## src/rtl/booth_pkg.sv

```systemverilog
// Shared types and constants for the Booth product accumulator.
package booth_pkg;

  // Frame state: collecting terms, or holding a finished result.
  typedef enum logic [0:0] {
    ACCUM = 1'b0,
    DONE  = 1'b1
  } state_t;

  // Default widths: Booth product term and accumulator.
  localparam int PROD_W = 8;
  localparam int ACC_W  = 16;

  // Signed extremes of the default accumulator width.
  localparam logic [ACC_W-1:0] ACC_SMAX = {1'b0, {(ACC_W-1){1'b1}}};
  localparam logic [ACC_W-1:0] ACC_SMIN = {1'b1, {(ACC_W-1){1'b0}}};

endpackage

```

## src/rtl/booth_prod_accum_sat_adder.sv

```systemverilog
// Signed W-bit adder with overflow detect and optional clamp to signed max/min.
module sat_adder #(
  parameter int W   = 16,
  parameter bit SAT = 1'b0
) (
  input  logic [W-1:0] i_a,
  input  logic [W-1:0] i_b,
  output logic [W-1:0] o_sum,
  output logic         o_ovf
);

  logic [W:0] w_full;
  logic       w_ovf;

  // Add at W+1 bits; the extra bit is the true sign, so a mismatch with bit W-1
  // means the W-bit result left the representable range (same-sign operands,
  // different-sign result).
  always_comb begin
    w_full = {i_a[W-1], i_a} + {i_b[W-1], i_b};
    w_ovf  = w_full[W] ^ w_full[W-1];
    o_ovf  = w_ovf;
    if (w_ovf && SAT) begin
      if (w_full[W]) begin
        o_sum = {1'b1, {(W-1){1'b0}}};
      end else begin
        o_sum = {1'b0, {(W-1){1'b1}}};
      end
    end else begin
      o_sum = w_full[W-1:0];
    end
  end

endmodule

```

## src/rtl/booth_prod_accum.sv

```systemverilog
// Frame accumulator for signed Booth products: sums terms over a valid/ready
// stream and presents one registered {sum, count, overflow} result per frame.
module booth_prod_accum
  import booth_pkg::*;
#(
  parameter int PW        = PROD_W,
  parameter int AW        = ACC_W,
  parameter int CW        = 8,
  parameter int MAX_TERMS = 255,
  parameter bit SAT       = 1'b0
) (
  input  logic          clk,
  input  logic          rst_n,
  input  logic          clr,
  input  logic          in_valid,
  output logic          in_ready,
  input  logic [PW-1:0] in_prod,
  input  logic          in_last,
  output logic          out_valid,
  input  logic          out_ready,
  output logic [AW-1:0] out_sum,
  output logic [CW-1:0] out_count,
  output logic          out_ovf
);

  state_t        r_state;
  logic          r_live;
  logic [AW-1:0] r_acc;
  logic [CW-1:0] r_count;
  logic          r_ovf;
  logic          r_out_valid;
  logic [AW-1:0] r_out_sum;
  logic [CW-1:0] r_out_count;
  logic          r_out_ovf;

  logic [AW-1:0] w_term;
  logic [AW-1:0] w_sum;
  logic          w_add_ovf;
  logic [CW-1:0] w_cnt_inc;
  logic          w_cap;
  logic          w_in_ready;
  logic          w_accept;
  logic          w_frame_end;

  // Sign-extend the product term to accumulator width.
  assign w_term = AW'($signed(in_prod));

  sat_adder #(
    .W   (AW),
    .SAT (SAT)
  ) u_add (
    .i_a   (r_acc),
    .i_b   (w_term),
    .o_sum (w_sum),
    .o_ovf (w_add_ovf)
  );

  // Ready depends only on registered state and clr, never on in_valid;
  // r_live keeps it low until the first clock after reset release.
  assign w_cnt_inc   = r_count + CW'(1);
  assign w_cap       = (w_cnt_inc == CW'(MAX_TERMS));
  assign w_in_ready  = r_live & (r_state == ACCUM) & ~clr;
  assign w_accept    = in_valid & w_in_ready;
  assign w_frame_end = in_last | w_cap;

  assign in_ready  = w_in_ready;
  assign out_valid = r_out_valid;
  assign out_sum   = r_out_sum;
  assign out_count = r_out_count;
  assign out_ovf   = r_out_ovf;

  // Frame FSM: accumulate accepted terms, latch the result at frame end,
  // then hold it until taken (or dropped by clr).
  always_ff @(posedge clk or negedge rst_n) begin
    if (!rst_n) begin
      r_state     <= ACCUM;
      r_live      <= 1'b0;
      r_acc       <= '0;
      r_count     <= '0;
      r_ovf       <= 1'b0;
      r_out_valid <= 1'b0;
      r_out_sum   <= '0;
      r_out_count <= '0;
      r_out_ovf   <= 1'b0;
    end else begin
      r_live <= 1'b1;
      case (r_state)
        ACCUM: begin
          if (clr) begin
            r_acc   <= '0;
            r_count <= '0;
            r_ovf   <= 1'b0;
          end else if (w_accept) begin
            if (w_frame_end) begin
              r_out_sum   <= w_sum;
              r_out_count <= w_cnt_inc;
              r_out_ovf   <= r_ovf | w_add_ovf;
              r_out_valid <= 1'b1;
              r_acc       <= '0;
              r_count     <= '0;
              r_ovf       <= 1'b0;
              r_state     <= DONE;
            end else begin
              r_acc   <= w_sum;
              r_count <= w_cnt_inc;
              r_ovf   <= r_ovf | w_add_ovf;
            end
          end else begin
            r_acc   <= r_acc;
            r_count <= r_count;
            r_ovf   <= r_ovf;
          end
        end
        DONE: begin
          if (clr || out_ready) begin
            r_out_valid <= 1'b0;
            r_state     <= ACCUM;
          end else begin
            r_out_valid <= 1'b1;
            r_state     <= DONE;
          end
        end
        default: begin
          r_out_valid <= 1'b0;
          r_state     <= ACCUM;
        end
      endcase
    end
  end

endmodule
```

## config.mk

```make
export PLATFORM = sky130hd
export DESIGN_NAME = booth_prod_accum
export DESIGN_NICKNAME = d
export VERILOG_FILES = /design/src/rtl/booth_pkg.sv /design/src/rtl/booth_prod_accum_sat_adder.sv /design/src/rtl/booth_prod_accum.sv
export SDC_FILE = /design/constraint.sdc
export NUM_CORES = 1
export LEC_CHECK = 0
export BUFFER_PORTS_ARGS = -buffer_cell sky130_fd_sc_hd__buf_2
export CORE_UTILIZATION = 54
export DETAILED_ROUTE_END_ITERATION = 12
export PLACE_DENSITY = 0.75
export SYNTH_ARGS = -nofsm -noshare
export SYNTH_HDL_FRONTEND = slang
export SYNTH_SLANG_ARGS = --single-unit
```

## constraint.sdc

```tcl
create_clock -name clk -period 2.8 [get_ports clk]
set_input_delay 0.42 -clock clk [delete_from_list [all_inputs] [get_ports clk]]
set_output_delay 0.42 -clock clk [all_outputs]
set_load 0.01 [all_outputs]
```

* After elaboration in Yosys (flattened, before gate mapping)
Cells that the tools add are included.
Widths: inputs -> output; s select.
** Cells by class
- Multipliers :: 0
- Muxes and demuxes :: 18
- Order comparisons :: 0
- Bitwise gates (word level) :: 8
- Shift-type cells :: 0
- Add/subtract/negate cells :: 2
- Reduce and logical (&&, ||, !) cells :: 5
- Div/mod/pow operators :: 0
- Equal/unequal tests :: 4
** Operator list (number)
- $mux 16 :: 3
- $mux 8 :: 3
- $add 16x8->17 :: 1
- $mux 1 :: 10
- $add 8x1->8 const B :: 1
- $eq 8x8->1 const B :: 1
- $ne 2x2->1 const B :: 3
- $pmux 1 s2 :: 2
- $reduce_and 4->1 :: 1
- $and 1x1->1 :: 3
- $reduce_and 3->1 :: 1
- $not 1->1 :: 2
- $or 1x1->1 :: 2
- $reduce_and 2->1 :: 1
- $reduce_bool 2->1 :: 1
- $logic_or 1x1->1 :: 1
- $xor 1x1->1 :: 1
** Storage, ports and cells
- Logic and storage cells :: 46
- Bits in writable memories :: 0
- Register bits :: 53
- Memories kept :: 0
- Bits in latches :: 0
- Bits in read-only memories :: 0

* Logic depth before layout (Yosys ltp)
- Depth in word-level cells :: 7
- Depth in mapped cells :: 10
- Gate-level depth less buffers :: 9

* Hierarchy
Synthesis repeated with hierarchy kept, for this count alone.
** Second synthesis, totals
- Cells, all modules :: 260
- Area, all modules :: 3069.2 sq um
** By module, submodules not included
- booth_prod_accum :: area an instance 2349.8 sq um, cells an instance 173, instances 1, sequential area each 1326.3 sq um
- sat_adder :: area an instance 719.4 sq um, cells an instance 87, instances 1, sequential area each 0.0 sq um

* Worst setup path after synthesis
No wires, ideal clock.
- Kind :: in2reg
- Start point :: input port in_prod[0]
- End point :: register r_out_sum[14] (netlist: out_sum[14])
- Stages on the path :: 9
- Arrival time :: 2.177 ns
- Path buffers :: 0
- Slack :: 0.498 ns
- Path through :: ha_1 inv_1 fa_1 nand2b_1 a21oi_1 o21bai_1 o311ai_1 xor2_1 mux2_4
** On the way
- Word-level cells in the longest chain between the ends :: 1
** Ends and longest elaborated chain
- start: declaration :: line booth_prod_accum.sv:17 : input logic [PW-1:0] in_prod,
- $add 16x8->17 :: line booth_prod_accum_sat_adder.sv:19 : w_full = {i_a[W-1], i_a} + {i_b[W-1], i_b};
- end signal: assignment :: line booth_prod_accum.sv:95 : r_out_sum <= w_sum;
- end: declaration :: line booth_prod_accum.sv:32 : logic [AW-1:0] r_out_sum;
No other way between the ends.
A chain may end at the register's enable or synchronous reset.

* Worst setup path after layout
- Start point :: register r_count[0]
- End point :: register r_out_sum[13] (netlist: out_sum[13])
** On the way
- Word-level cells in the longest chain between the ends :: 4
** Ends and longest elaborated chain
- start: declaration :: line booth_prod_accum.sv:29 : logic [CW-1:0] r_count;
- start signal: assignment :: line booth_prod_accum.sv:105 : r_count <= w_cnt_inc;
- start signal: assignment :: line booth_prod_accum.sv:110 : r_count <= r_count;
- $add 8x1->8 :: line booth_prod_accum.sv:60 : assign w_cnt_inc = r_count + CW'(1);
- $eq 8x8->1 :: line booth_prod_accum.sv:61 : assign w_cap = (w_cnt_inc == CW'(MAX_TERMS));
- $or 1x1->1 :: line booth_prod_accum.sv:64 : assign w_frame_end = in_last | w_cap;
- $reduce_and 4->1 (no source line)
No other way between the ends.

==> reports/summary.txt <==
HPWL Detailed - 4380 µm
HP Class - in -> reg
Via density per instance - 5.64
Switching share of power - 0.302
Slowest cell on the critical path - dfrtp_1
Post-synth net total - 337
First DRT Iteration DRCs - 153
Fraction of layout cells with a size suffix above 1 - 0.213
RSZ-0062 raised after global routing - no
Comb power frac - 0.268
Die area - 6020 µm²
Worst-skew pair later-pin latency - 310 ps
Critical path class - reg -> reg
Routed vias - 2337
Share of the synthesized area in the top cell type - 0.430
Die height - 77.6 µm
Setup repair bufs after CTS - 0
Synth Register Bits - 53
Starting Density - 0.560
Cts hold-fix bufs - 1
Initial antenna violation count - 0
CTS resizes - 0
Final hold slack - 365 ps
Max cap viols - 0
Num rows - 27
Die W - 77.6 µm
Port Buf Inserts - 40
First-pass GRT wire length - 10400 µm
CTS tree - done
Synth Cell Area - 3080 µm²
R2R cell count - 7
Crit path arrival time - 2610 ps
GPL Wtd Cong - 0.851
Distinct cell type count after synthesis - 51
P_leak - 1.71 nW
Total congestion overflow - 0
Setup total negative slack - 0 ps
Least-Margin Pin Slew - 539 ps
Internal power - 1.26 mW
R2R setup slack - 380 ps
F_max - 414 MHz
Finished Layout Cells - 414
Boundary pin count - 41
Clock Skew - 6.57 ps
Clock sinks - 53
Diodes inserted - 0
Worst Hold Launch - out_ready
Seq/Total Area, Yosys - 0.430
Clock Tree Root - clkbuf_8
Async S/R FF share, synth - 1.00
Area of the core - 5510 µm²
Critical Path Max Stage Delay - 510 ps
Max rail drop VDD - 0.000317 V
Post-DR wirelength/cell - 14.6 µm
Area grow syn2layout - 11.1%
Max FO, Critical Path - 33
Hold Path Depth - 4
Tcrit/Tclk final - 0.863
Post-synthesis cell count - 304
Ys flop type - dfrtp_1
Final setup viols - 0
Htree depth - 2
Crit-path cells - ha_1 > nand3_2 > o31a_1 > a32oi_2 > nand3b_4 > buf_12 > mux2_4
Slew headroom - 0.636
Drt first pass iters - 4
PwrDens - 529 nW/µm²
Reg-to-Reg End - out_sum[13]
Worst flop-to-flop path startpoint - r_count[0]
Antenna Nets Post-Route - 0
Number of global-route vias before repair - 2263
Yosys warnings - 0
Gr usage total - 0.219
Syn avg cell area - 10.1 µm²
Outcome - finished, final reports clean
Nets@finish - 374
NetSw - 0.547 mW
Critical Path RT - 3000 ps
Routed WL - 6060 µm
Max clock buf depth - 2
Post-synth EDFFs - 0
Crit path time final - 2420 ps
CTS clk-pin slew, worst paths - 90 ps
Setup slack after layout - 382 ps
Crit start category - register
Hold endpoint - r_state
Clock network fraction of total power - 0.229
Endpoint type of the worst setup path - register
Post-synth top area cell - dfrtp_1
Num CTS Buffers - 5
Synth top area cells - dfrtp_1 43%, ha_1 7.3%, mux2_4 6.3%
Seq pwr share - 0.503
# DRC - 0
Largest net degree at the start of global routing - 34
Crit-path leading delay family - compound AO/OA/AOI/OAI gates
Worst slack, placed - 251 ps
Inst Count DP - 405
Fin. Hold Viols - 0
Buf+Inv Stages, Crit Path - 1
Final count of pins violating max slew - 0
sequential cells by signal, summed over array words and instances (netlist names):
name,flops
r_ovf,1
out_ovf,1
r_count,8
out_valid,1
out_sum,16
out_count,8
r_live,1
r_acc,16
r_state,1
layer usage:
layer,global-route usage,wire (µm),vias to the layer above
met3,0.0471,226,9
met5,0,0,-
li1,-,-,1171
met4,0.0679,85,0
met2,0.346,2740,45
met1,0.300,3010,1112
cell usage after synthesis, drive strengths merged, types with 2 or more instances:
cell,instances
a22o,13
nand3b,2
inv,6
dfrtp,53
o211ai,4
nand3,7
nor2b,4
a21boi,3
xnor2,10
a21oi,27
ha,18
o21ai,29
nand2b,5
clkbuf,7
and3,2
o311ai,2
a21o,6
xor2,9
nor2,9
mux2,13
nand4,3
buf,9
nor3b,2
o21a,2
a31oi,7
nand2,37
area by class of cell:
class / count / area [µm²]
Clock inverter: 2 / 10.0
Clock buffer: 6 / 72.6
Timing Repair Buffer: 46 / 260
Tap cell: 72 / 90.1
Inverter: 6 / 22.5
Fill cell: 464 / 2080
Sequential cell: 53 / 1330
Multi-Input combinational cell: 229 / 1640
per-stage QoR:
stage                util  power, mW  cell area [µm²]
floorplan               -       1.25             3080
global placement    0.605       1.40             3330
detailed placement  0.605       1.41             3330
CTS                 0.622       1.84             3430
global route        0.622       1.93             3430
finish              0.622       1.81             3430
how the worst max path moves through the flow:
| stage | start | endpoint | slack (ps) | cells after the start |
|---|---|---|---|---|
| 6_report | r_count[0] | out_sum[13] | 380 | 7 |
| 5_1_grt | r_count[0] | out_sum[4] | 210 | 7 |
| 4_1_cts | r_count[0] | out_sum[5] | 380 | 7 |
| 3_5_place_dp | in_prod[0] | out_sum[14] | 250 | 10 |
| 3_3_place_gp | in_prod[0] | out_sum[14] | 290 | 10 |
| 2_1_floorplan | in_prod[0] | out_sum[14] | 500 | 9 |
power by group through the flow:
stage | sequential [mW] | combinational (mW) | clock, mW
floorplan | 0.956 | 0.292 | 0
global placement | 0.924 | 0.478 | 0
detailed placement | 0.925 | 0.488 | 0
CTS | 0.912 | 0.490 | 0.434
global route | 0.924 | 0.540 | 0.466
finish | 0.912 | 0.485 | 0.415
kinds of logic after synthesis:
| kind of cell | after synthesis | synth area share |
|---|---|---|
| AOI/OAI and AO/OA | 102 | 0.213 |
| and+or+nand+nor | 75 | 0.122 |
| DFF | 53 | 0.430 |
| buffers and inverters | 22 | 0.0365 |
| adders and majority gates | 19 | 0.0795 |
| xor gates and xnor gates | 19 | 0.0540 |
| muxes | 13 | 0.0633 |
| other | 1 | 0.00122 |
cells in the final DEF (no fill, tap or decap), types with 3 or more instances in the layout:
cell type	Yosys	final
inv_1	6	6
a21oi_1	26	26
xnor2_1	10	10
o21ai_0	19	19
xor2_1	9	9
o211ai_1	3	3
ha_1	18	18
nand2_1	36	36
nor2_1	8	8
a22o_1	13	13
buf_4	0	4
buf_2	6	40
clkbuf_8	0	5
dfrtp_1	53	53
nand2b_1	5	5
a21o_1	6	6
a31oi_1	7	7
o21ai_1	10	10
nand4_1	3	3
nor2b_1	4	4
mux2_4	13	13
nand3_1	6	6
tightest hold or removal path: stages:
cell and delay [ps]:
buf_2 80, nor2_1 30, nand2_1 70, nand2_1 50
Power figures use the tool's default switching activity.
